[src/rtl/rf_wb_arbiter.sv]
// Two-port register-file writeback arbiter: round-robin grant, one registered write per cycle,
// per-requester saturating handshake counters. Register 0 is never written.
module rf_wb_arbiter #(
  parameter int DATA_WIDTH = 32,
  parameter int ADDR_WIDTH = 5
) (
  input  logic                  clk,
  input  logic                  rst,
  input  logic                  hold,
  input  logic                  req0_valid,
  input  logic [ADDR_WIDTH-1:0] req0_addr,
  input  logic [DATA_WIDTH-1:0] req0_data,
  input  logic                  req1_valid,
  input  logic [ADDR_WIDTH-1:0] req1_addr,
  input  logic [DATA_WIDTH-1:0] req1_data,
  output logic                  req0_ready,
  output logic                  req1_ready,
  output logic                  RegWrite,
  output logic [ADDR_WIDTH-1:0] wr_addr,
  output logic [DATA_WIDTH-1:0] wr_data,
  output logic                  last_grant,
  output logic [15:0]           wr_cnt0,
  output logic [15:0]           wr_cnt1
);

  logic                  grant_ok;
  logic                  hs0;
  logic                  hs1;
  logic [ADDR_WIDTH-1:0] sel_addr;
  logic [DATA_WIDTH-1:0] sel_data;

  // On a tie the requester that did not win last time goes next.
  always_comb begin
    grant_ok   = !hold && !rst;
    req0_ready = grant_ok && req0_valid && (!req1_valid || last_grant);
    req1_ready = grant_ok && req1_valid && (!req0_valid || !last_grant);
    hs0        = req0_valid && req0_ready;
    hs1        = req1_valid && req1_ready;
    sel_addr   = hs1 ? req1_addr : req0_addr;
    sel_data   = hs1 ? req1_data : req0_data;
  end

  always_ff @(posedge clk) begin
    if (rst) begin
      RegWrite   <= 1'b0;
      wr_addr    <= '0;
      wr_data    <= '0;
      last_grant <= 1'b1;
      wr_cnt0    <= '0;
      wr_cnt1    <= '0;
    end else begin
      RegWrite <= 1'b0;
      if (hs0 || hs1) begin
        last_grant <= hs1;
        // A register-0 handshake is consumed but leaves the write port untouched.
        if (sel_addr != '0) begin
          RegWrite <= 1'b1;
          wr_addr  <= sel_addr;
          wr_data  <= sel_data;
        end
      end
      if (hs0 && wr_cnt0 != 16'hFFFF)
        wr_cnt0 <= wr_cnt0 + 16'd1;
      if (hs1 && wr_cnt1 != 16'hFFFF)
        wr_cnt1 <= wr_cnt1 + 16'd1;
    end
  end

endmodule

[config.mk]
export PLATFORM = sky130hd
export DESIGN_NAME = rf_wb_arbiter
export DESIGN_NICKNAME = d
export VERILOG_FILES = /design/src/rtl/rf_wb_arbiter.sv
export SDC_FILE = /design/constraint.sdc
export NUM_CORES = 1
export LEC_CHECK = 0
export ABC_CLOCK_PERIOD_IN_PS = 3950
export BUFFER_PORTS_ARGS = -buffer_cell sky130_fd_sc_hd__buf_2
export CAP_MARGIN = 0
export CORE_MARGIN = 3
export CORE_UTILIZATION = 30
export CTS_BUF_LIST = sky130_fd_sc_hd__clkbuf_8 sky130_fd_sc_hd__clkbuf_16
export CTS_CLUSTER_SIZE = 16
export DETAILED_ROUTE_END_ITERATION = 12
export PLACE_DENSITY_LB_ADDON = 0.2
export SLEW_MARGIN = 20
export SYNTH_ARGS = -nofsm -noshare
export SYNTH_HDL_FRONTEND = slang
export SYNTH_SLANG_ARGS = --single-unit
[constraint.sdc]
create_clock -name clk -period 3.95 [get_ports clk]
set_input_delay 0.395 -clock clk [delete_from_list [all_inputs] [get_ports clk]]
set_output_delay 0.395 -clock clk [all_outputs]
set_load 0.01 [all_outputs]
==> implementation parameters <==
Parameter                              Value

Worst setup path
  Reg2reg end    wr_data[16]$_SDFFE_PP0P_
  Kind of start point of the critical path    primary input
  Buffers & Inverters on Critical Path    3
  Setup slack, reg-to-reg    1.66 ns
  Worst Reg-to-Reg Cells    6
  Critical R2R Launch    last_grant$_SDFFE_PP1P_
  Crit-path max cell delay    0.68 ns
  Slowest library cell on the worst path    sky130_fd_sc_hd__and3_1
  Top fanout value on the critical path    35
  Required time at the worst-slack endpoint    4.14 ns
  Sequence of cells on the critical path    buf_2 > a211oi_1 > nand4_1 > buf_4 > and3_1 > buf_12 > a311oi_1
  Critical Path End Type    flip-flop
  Crit path arrival time    2.61 ns
  Kind of cell adding the most delay to the critical path    buffers and inverters
  Path type of the worst setup path    in -> reg

Clock network
  # H-tree levels    3
  Clock-pin transition on the worst setup and hold timing paths    0.06 ns
  Number of buffers inserted to repair setup after CTS    0
  # resized after CTS    0
  Insertion delay to the later sink of the worst-skew pair    0.33 ns
  Maximum clock path buffer count    2
  TritonCTS clock tree    done
  Clk Tree Root Cell    sky130_fd_sc_hd__clkbuf_16
  Hold-fix buffers, CTS    0
  Clock sink count    71
  Number of buffers inserted during clock tree synthesis    9

Floorplan
  CORE AREA    11,200 um^2
  Overall die height    114 um
  Placement Rows    38
  I/O pins    152
  Initial core utilization    31.5%
  X dimension of the die    114 um
  Die Outline Area    13,100 um^2

STA
  Setup-failing EPs final    0
  Min cycle time layout    2.42 ns
  Final count of hold timing violations    0
  Transition time at the pin with the least slew margin    0.783 ns
  Post-route clock period utilization    61.2%
  Final slew viol count    0
  Unrepaired setup endpoints after global routing    no
  Max Clk Rate    0.414 GHz
  Slew headroom    47.3%
  Final-layout setup total negative slack    0 ns
  Post-route clock skew    0.00408 ns

Pwr
  Power share of the sequential group    42.0%
  Clock power share    47.0%
  Switching power of the nets    437 uW
  Power density relative to cell area    386 nW/um^2
  Leakage    0.00201 uW
  Max IR drop VDD    180 uV
  Comb pwr share    11.0%
  Internal power    1380 uW
  Switching share of total power    24.1%

Worst hold path
  Class of the tightest hold or removal check    in -> reg
  Min-delay src    req0_data[14]
  Worst Hold Path EP    wr_data[14]$_SDFFE_PP0P_
  WHS Path Cells    3

Final layout
  Commonest cells after routing, fill and taps aside    151 x sky130_fd_sc_hd__buf_2, 83 x sky130_fd_sc_hd__nand2_1, 71 x sky130_fd_sc_hd__dfxtp_1
  Layout Nets    646
  Antenna diode count    0
  Fraction of final layout cells with drive strength greater than 1    32.6%
  Non-Filler Cell Area, Final    4700 um^2
  Commonest non-fill, non-tap cell in the layout    sky130_fd_sc_hd__buf_2
  Area growth from synthesis to layout    33.5%

Synthesis
  Post-Synthesis Mean Instance Area    8.17 um^2
  Post-synthesis cell count    431
  Share of the yosys chip area belonging to registers    40.4%
  Number of synthesized register bits    71
  Post-synthesis cell type count    43
  Number of enable-type register cells in the synthesized netlist    0
  Total nets after synthesis    512
  Async set-or-reset flop fraction in the synthesized netlist    0%
  Post-synth top flop    sky130_fd_sc_hd__dfxtp_1
  Number of synthesis warnings    0
  Netlist area before placement    3520 um^2

Run
  Number of max-cap violations    0

Placement
  GPL Wtd Cong    0.810
  Buffers added on ports    151
  Dpl cell area    4390 um^2
  Final HPWL DP    8380 um

Detailed routing
  First-pass DRT Iterations    5
  Number of vias per cell    5.58
  Number of DRC markers after the initial detailed-route iteration    261
  Via Count    3,962
  DRC violation count after routing    0
  Total Wirelength    11,700 um
  Detail Route Antenna Nets    0
  Routed length per instance    16.5 um

Global routing
  Initial antenna violation count    0
  Remaining Overflow, GRT    0
  Pin count of the biggest net entering global routing    56
  Wire length of the first global-routing pass    18,600 um
  Number of global-route vias before repair    3,709
  Tot GR Track Use    17.7%

Run status
  Result of the run    complete, no violations
power by group through the flow:
| stage | sequential (uW) | combinational, uW | clock, uW |
|---|---|---|---|
| finish | 763 | 199 | 853 |
| global route | 766 | 220 | 912 |
| CTS | 763 | 201 | 873 |
| detailed placement | 778 | 201 | 0 |
| global placement | 778 | 196 | 0 |
| floorplan | 789 | 86.8 | 0 |
through the flow:
step / cells / worst slack, ns / total power [uW] / utilization, % / hold slack [ns]
finish: 710 / 1.53 / 1820 / 42.1 / 0.331
global route: 710 / 1.38 / 1900 / 42.1 / 0.318
CTS: 710 / 1.11 / 1840 / 42.1 / 0.317
detailed placement: 694 / 1.11 / 979 / 39.3 / 0.473
global placement: 694 / 1.19 / 975 / 39.3 / 0.476
floorplan: 431 / 1.95 / 875 / - / 0.501
cell families (layout without fill, tap and decap cells):
family                     Yosys count  in the layout  share of synthesized area [%]
adders and majority gates            2              2                          0.711
and+or+nand+nor                    173            173                           23.8
DFF                                 71             71                           40.4
buffers and inverters               48            187                           5.26
muxes                               14             14                           4.34
AOI/OAI and AO/OA                  123            123                           25.6
cells in the mapped netlist (6+ instances only):
| library cell | instances | share of area [%] |
|---|---|---|
| sky130_fd_sc_hd__or4_1 | 10 | 2.1 |
| sky130_fd_sc_hd__clkbuf_1 | 29 | 3.1 |
| sky130_fd_sc_hd__nor4_1 | 11 | 2.0 |
| sky130_fd_sc_hd__a21oi_1 | 14 | 2.0 |
| sky130_fd_sc_hd__nor3_1 | 6 | 0.85 |
| sky130_fd_sc_hd__inv_1 | 12 | 1.3 |
| sky130_fd_sc_hd__nand2_1 | 84 | 9.0 |
| sky130_fd_sc_hd__o21ai_0 | 6 | 0.85 |
| sky130_fd_sc_hd__dfxtp_1 | 71 | 40 |
| sky130_fd_sc_hd__nor2b_1 | 9 | 1.6 |
| sky130_fd_sc_hd__nor2_1 | 16 | 1.7 |
| sky130_fd_sc_hd__a311oi_1 | 34 | 8.5 |
| sky130_fd_sc_hd__nand4_1 | 13 | 2.3 |
| sky130_fd_sc_hd__a31oi_1 | 34 | 6.0 |
| sky130_fd_sc_hd__mux2_2 | 10 | 3.2 |
| sky130_fd_sc_hd__nand3_1 | 7 | 0.99 |
| sky130_fd_sc_hd__o31ai_1 | 9 | 1.9 |
how the worst max path moves through the flow:
stage	from	endpoint	slack, ns	depth (start not counted)
after floorplan	req0_valid	wr_cnt1[13]$_SDFFE_PP0P_	1.95	5
after global placement	rst	req1_ready	1.19	5
after detailed placement	rst	req1_ready	1.11	5
after CTS	rst	req1_ready	1.11	5
after global routing	rst	wr_data[2]$_SDFFE_PP0P_	1.38	7
final	rst	wr_data[16]$_SDFFE_PP0P_	1.53	7
worst reg2reg max path: stages, from the launching register on:
cell and delay [ns]:
sky130_fd_sc_hd__dfxtp_1 0.43, sky130_fd_sc_hd__a211oi_1 0.15, sky130_fd_sc_hd__nand4_1 0.14, sky130_fd_sc_hd__buf_4 0.37
sky130_fd_sc_hd__and3_1 0.71, sky130_fd_sc_hd__buf_12 0.25, sky130_fd_sc_hd__a311oi_1 0.11
metal layers:
layer	vias up	global-route usage (%)	part of all wire, %
li1	1924	-	-
met1	1861	23.4	43
met2	157	27.6	48
met4	0	8.55	2.6
met3	20	3.59	6.8
met5	-	0	0
layout make-up:
cell class	count	area (um^2)
well taps	140	175
repair buffers	158	821
fillers	1146	6470
clock inverters	7	88.8
inverters	13	48.8
multi-input cells	312	1920
flip-flops and latches	71	1420
clock buffers	9	225
flip-flops by register name (all words and copies together), names as in the netlist:
register    count
last_grant      1
wr_data        32
RegWrite        1
wr_cnt1        16
wr_cnt0        16
wr_addr         5
(Power assumes the default switching activity.)
